File: src/rtl/uart_pkg.sv
`default_nettype none
// ============================================================================
// Package : uart_pkg
// Brief   : Shared frame constants and FSM state encodings for the UART port.
// Revision: 1.0
// ============================================================================
package uart_pkg;

    localparam int   DATA_BITS   = 8;
    localparam logic STOP_LEVEL  = 1'b1;
    localparam logic IDLE_LEVEL  = 1'b1;
    localparam logic START_LEVEL = 1'b0;

    typedef enum logic [1:0] {
        TX_IDLE  = 2'd0,
        TX_START = 2'd1,
        TX_DATA  = 2'd2,
        TX_STOP  = 2'd3
    } tx_state_t;

    typedef enum logic [1:0] {
        RX_IDLE  = 2'd0,
        RX_START = 2'd1,
        RX_DATA  = 2'd2,
        RX_STOP  = 2'd3
    } rx_state_t;

endpackage
`default_nettype wire

File: src/rtl/uart_fifo_port_if.sv
`default_nettype none
// ============================================================================
// Interface: uart_fifo_port_if
// Brief    : CPU strobes/data and board serial pins of the UART port.
// Revision : 1.0
// ============================================================================
interface uart_fifo_port_if;
    import uart_pkg::*;

    logic                 uart0_wr;
    logic                 uart0_rd;
    logic [DATA_BITS-1:0] uart_w;
    logic                 uart0_busy;
    logic                 uart0_valid;
    logic [DATA_BITS-1:0] uart0_data;
    logic                 uart_tx;
    logic                 uart_rx;

    modport master (
        output uart0_wr, uart0_rd, uart_w, uart_rx,
        input  uart0_busy, uart0_valid, uart0_data, uart_tx
    );

    modport slave (
        input  uart0_wr, uart0_rd, uart_w, uart_rx,
        output uart0_busy, uart0_valid, uart0_data, uart_tx
    );

endinterface
`default_nettype wire

File: src/rtl/uart_sync_fifo.sv
`default_nettype none
// ============================================================================
// Module  : uart_sync_fifo
// Brief   : Single-clock FIFO, first-word-fall-through head (zero when empty).
// Revision: 1.0
// ============================================================================
module uart_sync_fifo #(
    parameter int WIDTH = 8,
    parameter int DEPTH = 16
) (
    input  logic             clk,
    input  logic             reset,
    input  logic             i_push,
    input  logic [WIDTH-1:0] i_data,
    input  logic             i_pop,
    output logic             o_full,
    output logic             o_empty,
    output logic [WIDTH-1:0] o_head
);

    localparam int             c_AW      = $clog2(DEPTH);
    localparam logic [c_AW:0]  c_PTR_ONE = {{c_AW{1'b0}}, 1'b1};

    logic [c_AW:0]    r_wptr;
    logic [c_AW:0]    r_rptr;
    logic [WIDTH-1:0] r_mem [DEPTH];
    logic             w_do_push;
    logic             w_do_pop;

    assign o_empty = (r_wptr == r_rptr);
    assign o_full  = (r_wptr[c_AW] != r_rptr[c_AW]) &&
                     (r_wptr[c_AW-1:0] == r_rptr[c_AW-1:0]);
    assign o_head  = o_empty ? '0 : r_mem[r_rptr[c_AW-1:0]];

    // A pop in the same cycle frees a slot, so a push into a full FIFO still lands.
    assign w_do_pop  = i_pop && !o_empty;
    assign w_do_push = i_push && (!o_full || w_do_pop);

    always_ff @(posedge clk) begin
        if (reset) begin
            r_wptr <= '0;
            r_rptr <= '0;
        end else begin
            if (w_do_push) r_wptr <= r_wptr + c_PTR_ONE;
            if (w_do_pop)  r_rptr <= r_rptr + c_PTR_ONE;
        end
    end

    always_ff @(posedge clk) begin
        if (w_do_push) r_mem[r_wptr[c_AW-1:0]] <= i_data;
    end

endmodule
`default_nettype wire

File: src/rtl/uart_fifo_port.sv
`default_nettype none
// ============================================================================
// Module  : uart_fifo_port
// Brief   : CPU UART port: TX FIFO + 8N1 serializer, RX sync + deserializer + FIFO.
// Config  : UART_LOOPBACK_EN routes the TX line into RX and holds uart_tx high.
// Revision: 1.0
// ============================================================================
module uart_fifo_port
    import uart_pkg::*;
#(
    parameter int CLKS_PER_BIT = 104,
    parameter int FIFO_DEPTH   = 16
) (
    input  logic            clk,
    input  logic            reset,
    uart_fifo_port_if.slave cpu
);

    localparam int              c_BW       = $clog2(CLKS_PER_BIT);
    localparam logic [c_BW-1:0] c_BAUD_MAX = c_BW'(CLKS_PER_BIT - 1);
    localparam logic [c_BW-1:0] c_HALF_MAX = c_BW'(CLKS_PER_BIT / 2 - 1);
    localparam logic [c_BW-1:0] c_BAUD_ONE = c_BW'(1);
    localparam logic [2:0]      c_LAST_BIT = 3'(DATA_BITS - 1);

    logic                 w_tx_full, w_tx_empty, w_tx_pop;
    logic [DATA_BITS-1:0] w_tx_head;
    tx_state_t            r_tx_state, w_tx_state_n;
    logic [c_BW-1:0]      r_tx_cnt, w_tx_cnt_n;
    logic [2:0]           r_tx_bit, w_tx_bit_n;
    logic [DATA_BITS-1:0] r_tx_shift, w_tx_shift_n;
    logic                 r_tx_line, w_tx_line_n;

    logic                 w_rx_full, w_rx_empty, w_rx_push, w_rx_in;
    logic [DATA_BITS-1:0] w_rx_head;
    logic                 r_rx_meta, r_rx_sync, r_rx_prev;
    rx_state_t            r_rx_state, w_rx_state_n;
    logic [c_BW-1:0]      r_rx_cnt, w_rx_cnt_n;
    logic [2:0]           r_rx_bit, w_rx_bit_n;
    logic [DATA_BITS-1:0] r_rx_shift, w_rx_shift_n;
    logic                 w_unused;

`ifdef UART_LOOPBACK_EN
    assign w_rx_in     = r_tx_line;
    assign cpu.uart_tx = IDLE_LEVEL;
    assign w_unused    = &{1'b0, w_rx_full, cpu.uart_rx};
`else
    assign w_rx_in     = cpu.uart_rx;
    assign cpu.uart_tx = r_tx_line;
    assign w_unused    = &{1'b0, w_rx_full};
`endif

    uart_sync_fifo #(.WIDTH(DATA_BITS), .DEPTH(FIFO_DEPTH)) u_tx_fifo (
        .clk    (clk),
        .reset  (reset),
        .i_push (cpu.uart0_wr),
        .i_data (cpu.uart_w),
        .i_pop  (w_tx_pop),
        .o_full (w_tx_full),
        .o_empty(w_tx_empty),
        .o_head (w_tx_head)
    );

    uart_sync_fifo #(.WIDTH(DATA_BITS), .DEPTH(FIFO_DEPTH)) u_rx_fifo (
        .clk    (clk),
        .reset  (reset),
        .i_push (w_rx_push),
        .i_data (r_rx_shift),
        .i_pop  (cpu.uart0_rd),
        .o_full (w_rx_full),
        .o_empty(w_rx_empty),
        .o_head (w_rx_head)
    );

    assign cpu.uart0_busy  = w_tx_full;
    assign cpu.uart0_valid = !w_rx_empty;
    assign cpu.uart0_data  = w_rx_head;

    // ---------------- TX serializer ----------------
    always_ff @(posedge clk) begin
        if (reset) begin
            r_tx_state <= TX_IDLE;
            r_tx_cnt   <= '0;
            r_tx_bit   <= '0;
            r_tx_shift <= '0;
            r_tx_line  <= IDLE_LEVEL;
        end else begin
            r_tx_state <= w_tx_state_n;
            r_tx_cnt   <= w_tx_cnt_n;
            r_tx_bit   <= w_tx_bit_n;
            r_tx_shift <= w_tx_shift_n;
            r_tx_line  <= w_tx_line_n;
        end
    end

    always_comb begin
        w_tx_state_n = r_tx_state;
        w_tx_cnt_n   = r_tx_cnt + c_BAUD_ONE;
        w_tx_bit_n   = r_tx_bit;
        w_tx_shift_n = r_tx_shift;
        w_tx_line_n  = r_tx_line;
        w_tx_pop     = 1'b0;
        case (r_tx_state)
            TX_IDLE: begin
                w_tx_cnt_n  = '0;
                w_tx_line_n = IDLE_LEVEL;
                if (!w_tx_empty) begin
                    w_tx_pop     = 1'b1;
                    w_tx_state_n = TX_START;
                    w_tx_shift_n = w_tx_head;
                    w_tx_line_n  = START_LEVEL;
                end
            end
            TX_START: begin
                if (r_tx_cnt == c_BAUD_MAX) begin
                    w_tx_cnt_n   = '0;
                    w_tx_bit_n   = '0;
                    w_tx_state_n = TX_DATA;
                    w_tx_line_n  = r_tx_shift[0];
                    w_tx_shift_n = {1'b0, r_tx_shift[DATA_BITS-1:1]};
                end
            end
            TX_DATA: begin
                if (r_tx_cnt == c_BAUD_MAX) begin
                    w_tx_cnt_n = '0;
                    if (r_tx_bit == c_LAST_BIT) begin
                        w_tx_bit_n   = '0;
                        w_tx_state_n = TX_STOP;
                        w_tx_line_n  = STOP_LEVEL;
                    end else begin
                        w_tx_bit_n   = r_tx_bit + 3'd1;
                        w_tx_line_n  = r_tx_shift[0];
                        w_tx_shift_n = {1'b0, r_tx_shift[DATA_BITS-1:1]};
                    end
                end
            end
            TX_STOP: begin
                if (r_tx_cnt == c_BAUD_MAX) begin
                    w_tx_cnt_n = '0;
                    // Chain straight into the next start bit so frames have no gap.
                    if (!w_tx_empty) begin
                        w_tx_pop     = 1'b1;
                        w_tx_state_n = TX_START;
                        w_tx_shift_n = w_tx_head;
                        w_tx_line_n  = START_LEVEL;
                    end else begin
                        w_tx_state_n = TX_IDLE;
                        w_tx_line_n  = IDLE_LEVEL;
                    end
                end
            end
            default: w_tx_state_n = TX_IDLE;
        endcase
    end

    // ---------------- RX synchronizer + deserializer ----------------
    always_ff @(posedge clk) begin
        if (reset) begin
            r_rx_meta  <= IDLE_LEVEL;
            r_rx_sync  <= IDLE_LEVEL;
            r_rx_prev  <= IDLE_LEVEL;
            r_rx_state <= RX_IDLE;
            r_rx_cnt   <= '0;
            r_rx_bit   <= '0;
            r_rx_shift <= '0;
        end else begin
            r_rx_meta  <= w_rx_in;
            r_rx_sync  <= r_rx_meta;
            r_rx_prev  <= r_rx_sync;
            r_rx_state <= w_rx_state_n;
            r_rx_cnt   <= w_rx_cnt_n;
            r_rx_bit   <= w_rx_bit_n;
            r_rx_shift <= w_rx_shift_n;
        end
    end

    always_comb begin
        w_rx_state_n = r_rx_state;
        w_rx_cnt_n   = r_rx_cnt + c_BAUD_ONE;
        w_rx_bit_n   = r_rx_bit;
        w_rx_shift_n = r_rx_shift;
        w_rx_push    = 1'b0;
        case (r_rx_state)
            RX_IDLE: begin
                w_rx_cnt_n = '0;
                // The detect cycle counts as the first clock of the half-bit wait.
                if (r_rx_prev && !r_rx_sync) begin
                    w_rx_state_n = RX_START;
                    w_rx_cnt_n   = c_BAUD_ONE;
                end
            end
            RX_START: begin
                if (r_rx_cnt == c_HALF_MAX) begin
                    w_rx_cnt_n   = '0;
                    w_rx_bit_n   = '0;
                    w_rx_state_n = (r_rx_sync == START_LEVEL) ? RX_DATA : RX_IDLE;
                end
            end
            RX_DATA: begin
                if (r_rx_cnt == c_BAUD_MAX) begin
                    w_rx_cnt_n   = '0;
                    w_rx_shift_n = {r_rx_sync, r_rx_shift[DATA_BITS-1:1]};
                    if (r_rx_bit == c_LAST_BIT) begin
                        w_rx_bit_n   = '0;
                        w_rx_state_n = RX_STOP;
                    end else begin
                        w_rx_bit_n = r_rx_bit + 3'd1;
                    end
                end
            end
            RX_STOP: begin
                if (r_rx_cnt == c_BAUD_MAX) begin
                    w_rx_cnt_n   = '0;
                    w_rx_state_n = RX_IDLE;
                    w_rx_push    = (r_rx_sync == STOP_LEVEL);
                end
            end
            default: w_rx_state_n = RX_IDLE;
        endcase
    end

endmodule
`default_nettype wire

File: src/flat_wrapper.sv
// flat-port wrapper written by rule: the top's interface ports become plain ports
module uart_fifo_port_flat import uart_pkg::*;
#(
    parameter int CLKS_PER_BIT = 104,
    parameter int FIFO_DEPTH   = 16
)
  (clk, reset, cpu_uart0_wr, cpu_uart0_rd, cpu_uart_w, cpu_uart_rx, cpu_uart0_busy, cpu_uart0_valid, cpu_uart0_data, cpu_uart_tx);
  uart_fifo_port_if cpu_i ();
  input  logic clk;
  input  logic reset;
  input wire logic [$bits(cpu_i.uart0_wr)-1:0] cpu_uart0_wr;
  input wire logic [$bits(cpu_i.uart0_rd)-1:0] cpu_uart0_rd;
  input wire logic [$bits(cpu_i.uart_w)-1:0] cpu_uart_w;
  input wire logic [$bits(cpu_i.uart_rx)-1:0] cpu_uart_rx;
  output wire logic [$bits(cpu_i.uart0_busy)-1:0] cpu_uart0_busy;
  output wire logic [$bits(cpu_i.uart0_valid)-1:0] cpu_uart0_valid;
  output wire logic [$bits(cpu_i.uart0_data)-1:0] cpu_uart0_data;
  output wire logic [$bits(cpu_i.uart_tx)-1:0] cpu_uart_tx;
  assign cpu_i.uart0_wr = cpu_uart0_wr;
  assign cpu_i.uart0_rd = cpu_uart0_rd;
  assign cpu_i.uart_w = cpu_uart_w;
  assign cpu_i.uart_rx = cpu_uart_rx;
  assign cpu_uart0_busy = cpu_i.uart0_busy;
  assign cpu_uart0_valid = cpu_i.uart0_valid;
  assign cpu_uart0_data = cpu_i.uart0_data;
  assign cpu_uart_tx = cpu_i.uart_tx;
  uart_fifo_port #(.CLKS_PER_BIT(CLKS_PER_BIT), .FIFO_DEPTH(FIFO_DEPTH)) u_core (.clk(clk), .reset(reset), .cpu(cpu_i));
endmodule
File: config.mk
export PLATFORM = sky130hd
export DESIGN_NAME = uart_fifo_port_flat
export DESIGN_NICKNAME = d
export VERILOG_FILES = /design/src/rtl/uart_pkg.sv /design/src/rtl/uart_fifo_port_if.sv /design/src/rtl/uart_sync_fifo.sv /design/src/rtl/uart_fifo_port.sv /design/src/flat_wrapper.sv
export SDC_FILE = /design/constraint.sdc
export NUM_CORES = 1
export LEC_CHECK = 0
export CAP_MARGIN = 20
export CORE_UTILIZATION = 45
export DETAILED_ROUTE_END_ITERATION = 7
export PLACE_DENSITY = 0.62
export RECOVER_POWER = 25
export SYNTH_ARGS = -nofsm -noshare
export SYNTH_HDL_FRONTEND = slang
export SYNTH_HIERARCHICAL = 1
export SYNTH_SLANG_ARGS = --single-unit
export TNS_END_PERCENT = 5
File: constraint.sdc
create_clock -name clk -period 3.2 [get_ports clk]
set_clock_uncertainty 0.05 [all_clocks]
set_input_delay 0.32 -clock clk [delete_from_list [all_inputs] [get_ports clk]]
set_output_delay 0.32 -clock clk [all_outputs]
set_load 0.02 [all_outputs]
==> impl_metrics.tcl, run 1 <==
set metrics [dict create \
    finalCritPeriodShare_pct 94.7 \
    finalHoldViolCount 0 \
    port_buffers 23 \
    die_width_um 175 \
    critical-path-top-delay-family "buffers and inverters" \
    status "finished, violations left" \
    grt_use_met2_pct 30.4 \
    cp_max_fo 19 \
    n_fill_cell 2426 \
    tritoncts "built" \
    power_leakage_nw 5.07 \
    dp_slack_ns 0.442 \
    dieArea_mm2 0.0307 \
    clock_path_buffers 3 \
    drt_iter0_markers 419 \
    grt_pass1_vias 7153 \
    wl_per_cell_um 20.1 \
    dr_total_vias 7045 \
    clock-root-buffer "clkbuf_16" \
    yosysWarnings 6 \
    cts_max_level 2 \
    cellPowerDensity_mw_per_mm2 631 \
    cts_sinks 328 \
    worst_slack_ns 0.169 \
    slew_headroom_pct -52.9 \
    ios 24 \
    crit_buf_inv 2 \
    crit_chain "buf_8, and2b_1, a221oi_1, o21ai_0, a21oi_1, clkdlybuf4s50_1" \
    drc 0 \
    worstMarginPinSlew_ns 2.29 \
    endpoint_kind "output port" \
    dr.pass1.iters 5 \
    synthesis.nets 874 \
    cp_slowest_cell "clkdlybuf4s50_1" \
    placementRows 63 \
    hpwl_mm 16.8 \
    violations "max-capacitance violations, max-slew violations" \
    hold_class "primary input to flop" \
    initial_core_util_pct 45.6 \
    cp-start-kind "flop" \
    slew_violations 54 \
    grtUsageMet3_pct 3.13 \
    grt_max_degree 54 \
    ir_worst_vdd_mv 0.493 \
    netlist_area_mm2 0.0135 \
    setup_violations 0 \
    antenna_found_initial 0 \
    grt_overflow 0 \
    crit_type "flop to output port" \
    maxCapViolCount 1 \
    gp_congestion 0.784 \
    dieHeight_um 175 \
    max_freq_mhz 330 \
    avgSynthCellArea_um2 16.1 \
    clk_pin_slew_ns 0.06 \
    finalCriticalPeriod_ns 3.03 \
    clock_latency_ns 0.51 \
    core_mm2 0.0296 \
    grt.met1_usage_pct 22.6 \
    design_power_total_w 0.00971 \
    track_usage_pct 17.6 \
    crit_arrival_ns 2.66 \
    wl_mm 26.1 \
    syn_inst 840 \
    area.growth.synth_to_final_pct 14.0 \
    postCtsHoldBufs 0 \
    grt_setup_unrepaired "false" \
    critPathMaxStageDelay_ns 0.63 \
    grt_pass1_wl_mm 41.0 \
    drive_gt1_share_pct 17.6 \
    nets 918 \
    tns_ns 0 \
    cts_inserted_buffers 35 \
    gr-max-usage-layer "met2" \
    via_per_inst 5.42 \
    n_antenna_cell 0 \
    drt.antenna.violating_nets 0 \
    worstPathRequired_ns 2.83 \
]
==> what timing repair did <==
item	in CTS	in global routing
buffers inserted	0	0
gates resized for setup	3	6
pin swaps	0	0
setup endpoints to repair	1	8
==> per-stage QoR <==
stage          utilization (%)  cell area [um2]  hold WS (ns)  instances
6_report                  52.0            15400         0.329       1301
5_1_grt                   52.0            15400         0.319       1301
4_1_cts                   52.0            15400         0.312       1301
3_5_place_dp              48.0            14200         0.342       1237
3_3_place_gp              48.0            14200         0.343       1237
2_1_floorplan                -            13500         0.339        840
==> flip-flops by register name (all words and copies together) (netlist names), named ones only <==
| register | flops |
|---|---|
| u_core/cpu.uart_tx | 1 |
| u_core/r_rx_bit | 3 |
| u_core/r_rx_cnt | 7 |
| u_core/r_rx_meta | 1 |
| u_core/r_rx_prev | 1 |
| u_core/r_rx_shift | 8 |
| u_core/r_rx_state | 1 |
| u_core/r_rx_sync | 1 |
| u_core/r_tx_bit | 3 |
| u_core/r_tx_cnt | 7 |
| u_core/r_tx_shift | 8 |
| u_core/r_tx_state | 2 |
| u_core/u_rx_fifo/r_mem | 128 |
| u_core/u_rx_fifo/r_rptr | 5 |
| u_core/u_rx_fifo/r_wptr | 5 |
| u_core/u_tx_fifo/r_mem | 128 |
| u_core/u_tx_fifo/r_rptr | 5 |
| u_core/u_tx_fifo/r_wptr | 5 |
==> report_power, final <==
group,leakage [nW],switching [W],internal [W]
Clock,0.583,0.00158,0.00244
Combinational,1.56,0.000581,0.000403
Sequential,2.93,0.0000617,0.00465
Total,5.07,0.00222,0.00749
==> metal layers <==
| layer | wire [um] | part of all wire (%) | vias to the layer above |
|---|---|---|---|
| met3 | 1080 | 4.1 | 44 |
| met4 | 564 | 2.2 | 0 |
| li1 | - | - | 3340 |
| met1 | 11200 | 43 | 3529 |
| met5 | 0 | 0 | - |
| met2 | 13200 | 51 | 132 |
==> final cells by class <==
class	instances	area [um2]	area share [%]
clock inverter	10	91.3	0.594
sequential	328	9140	59.4
clock buffer	54	1090	7.08
timing repair buffer	46	439	2.85
inverter	12	45.0	0.293
multi-input combinational	461	4100	26.6
tap	390	488	3.17
==> path summary, 6_finish.rpt <==
check	startpoint	end	cells past startpoint	slack, ns
setup / recovery	flop	cpu_uart0_data[1]	6	0.17
hold reg to reg	u_core/r_rx_meta$_SDFF_PP1_	u_core/r_rx_sync$_SDFF_PP1_	1	0.34
hold / removal	cpu_uart_rx	u_core/r_rx_meta$_SDFF_PP1_	2	0.33
setup reg to reg	u_core/r_tx_cnt[0]$_SDFF_PP0_	u_core/u_tx_fifo/r_mem[9][7]$_DFFE_PP_	8	0.43
==> layout by cell type (no fill, tap or decap), types with 4 or more instances in the layout <==
cell type and n:
a211oi_1 4, a21oi_1 38, a221oi_1 15, and2_1 8, and3_1 25, buf_4 20, clkbuf_1 8, clkbuf_16 37
clkbuf_8 10, clkdlybuf4s50_1 10, dfxtp_1 69, dlygate4sd3_1 8, dlymetal6s2s_1 4, edfxtp_1 256, ha_1 21, inv_1 12
mux2_2 14, mux2i_1 42, mux4_2 50, nand2_1 31, nand2b_1 6, nand3_1 11, nand3b_1 4, nand4_1 5
nor2_1 56, nor2b_1 12, nor3_1 6, nor3b_1 8, o21ai_0 16, o2bb2ai_1 8, xnor2_1 18, xor2_1 14
(Power assumes the default switching activity.)
==> run 2: changes to the inputs <==
==> constraint.sdc (replaced) <==
create_clock -name clk -period 2.7 [get_ports clk]
set_clock_uncertainty 0.05 [all_clocks]
set_input_delay 0.27 -clock clk [delete_from_list [all_inputs] [get_ports clk]]
set_output_delay 0.27 -clock clk [all_outputs]
set_load 0.02 [all_outputs]
==> impl_metrics.tcl, run 2 (synthesized netlist as in run 1, its figures left out) <==
set metrics [dict create \
    cts_inserted_buffers 35 \
    setup_violations 0 \
    post-route-cell-area_mm2 0.0157 \
    whs_ns 0.300 \
    violations "max-capacitance violations, max-slew violations" \
    worstMarginPinSlew_ns 1.85 \
    dr.pass1.iters 5 \
    p_sw_w 0.00264 \
    cp-start-kind "flop" \
    crit_type "flop to output port" \
    p_int_w 0.00892 \
    track_usage_pct 17.6 \
    cellPowerDensity_mw_per_mm2 738 \
    max_freq_mhz 383 \
    drive_gt1_share_pct 22.6 \
    drt.antenna.violating_nets 0 \
    dieArea_mm2 0.0307 \
    initial_core_util_pct 45.6 \
    ir_worst_vdd_mv 0.561 \
    area.growth.synth_to_final_pct 16.0 \
    status "finished, violations left" \
    ios 24 \
    wl_mm 26.1 \
    clock_latency_ns 0.52 \
    drt_iter0_markers 484 \
    crit_chain "buf_12, mux4_2, mux2_2, nand2_1, a21oi_1, clkdlybuf4s15_2" \
    core_mm2 0.0296 \
    critPathMaxStageDelay_ns 0.53 \
    cts_max_level 2 \
    hpwl_mm 16.6 \
    cp_max_fo 19 \
    dieHeight_um 175 \
    slew_violations 45 \
    finalCriticalPeriod_ns 2.61 \
    slew_headroom_pct -23.4 \
    clock-root-buffer "clkbuf_16" \
    worstPathRequired_ns 2.38 \
    antenna_found_initial 0 \
    power.clock.fraction_pct 41.3 \
    grt_pass1_vias 7277 \
    placed_area_mm2 0.0145 \
    via_per_inst 5.45 \
    seqPwrFrac_pct 48.2 \
    placementRows 63 \
    finalCritPeriodShare_pct 96.6 \
    cts_sinks 328 \
    final_common_cell "edfxtp_1" \
    endpoint_kind "output port" \
    postCtsHoldBufs 0 \
    clock_path_buffers 3 \
    postCtsSetupBuffers 0 \
    comb_power_share_pct 10.5 \
    gp_congestion 0.774 \
    grt_max_degree 45 \
    nets 944 \
    most-common-layout-cells "edfxtp_1, dfxtp_1, nor2_1" \
    dr_total_vias 7228 \
    power_leakage_nw 5.16 \
    wl_per_cell_um 19.7 \
    clk_pin_slew_ns 0.06 \
    grt_overflow 0 \
    die_width_um 175 \
    maxCapViolCount 1 \
    hold_class "primary input to flop" \
    grt_setup_unrepaired "true" \
    grt_pass1_wl_mm 41.2 \
    port_buffers 23 \
    cp_slowest_cell "mux4_2" \
    tritoncts "built" \
    tns_ns 0 \
    drc 0 \
    finalHoldViolCount 0 \
    swShare_pct 22.8 \
    n_antenna_cell 0 \
    crit_arrival_ns 2.29 \
]
run 2: what timing repair did:
| action | 4_1_cts | 5_1_grt |
|---|---|---|
| endpoints found under the hold margin | 0 | 0 |
| resized for setup | 19 | 13 |
| endpoints found under the setup margin | 9 | 10 |
run 2: power by group through the flow:
stage          Clock [W]  Sequential, W  Combinational, W
2_1_floorplan          0        0.00567          0.000854
3_3_place_gp           0        0.00568           0.00121
3_5_place_dp           0        0.00568           0.00121
4_1_cts          0.00490        0.00557           0.00123
5_1_grt          0.00509        0.00558           0.00134
6_report         0.00478        0.00558           0.00121
run 2: final timing paths:
check	endpoint	startpoint	slack, ns	depth (start not counted)
worst max register to register	u_core/u_tx_fifo/r_mem[13][2]$_DFFE_PP_	u_core/r_tx_cnt[0]$_SDFF_PP0_	0.21	8
worst min-delay path	u_core/r_rx_meta$_SDFF_PP1_	cpu_uart_rx	0.30	2
worst max-delay path	cpu_uart0_data[4]	flop	0.09	6
worst min register to register	u_core/r_rx_sync$_SDFF_PP1_	u_core/r_rx_meta$_SDFF_PP1_	0.36	1
run 2: layout make-up:
| type | instances | area (um2) |
|---|---|---|
| clock buffer | 44 | 961 |
| clock inverter | 20 | 210 |
| fill | 2381 | 13900 |
| inverter | 12 | 45.0 |
| multi-input combinational | 461 | 4150 |
| sequential | 328 | 9130 |
| tap | 390 | 488 |
| timing repair buffer | 72 | 669 |
run 2: metrics by stage:
| step | util, % | setup slack (ns) | std cells | power (W) |
|---|---|---|---|---|
| floorplan | - | -0.0340 | 840 | 0.00652 |
| global placement | 49.1 | 0.218 | 1263 | 0.00689 |
| detailed placement | 49.1 | 0.193 | 1263 | 0.00689 |
| CTS | 53.0 | -0.0139 | 1327 | 0.0117 |
| global route | 53.0 | -0.0329 | 1327 | 0.0120 |
| finish | 53.0 | 0.0918 | 1327 | 0.0116 |
run 2: critical path: cells and delay by family (launching register included):
kind            cells  cell delay [ns]
flops               1             0.36
mux                 2             0.81
simple gates        1             0.06
buf+inv             2             0.46
compound gates      1             0.09
run 2: layer usage:
| metal | GRT usage (%) | routed length [um] |
|---|---|---|
| met5 | 0 | 0 |
| met4 | 5.33 | 500 |
| met1 | 23.6 | 11600 |
| met2 | 29.5 | 13100 |
| met3 | 2.70 | 906 |
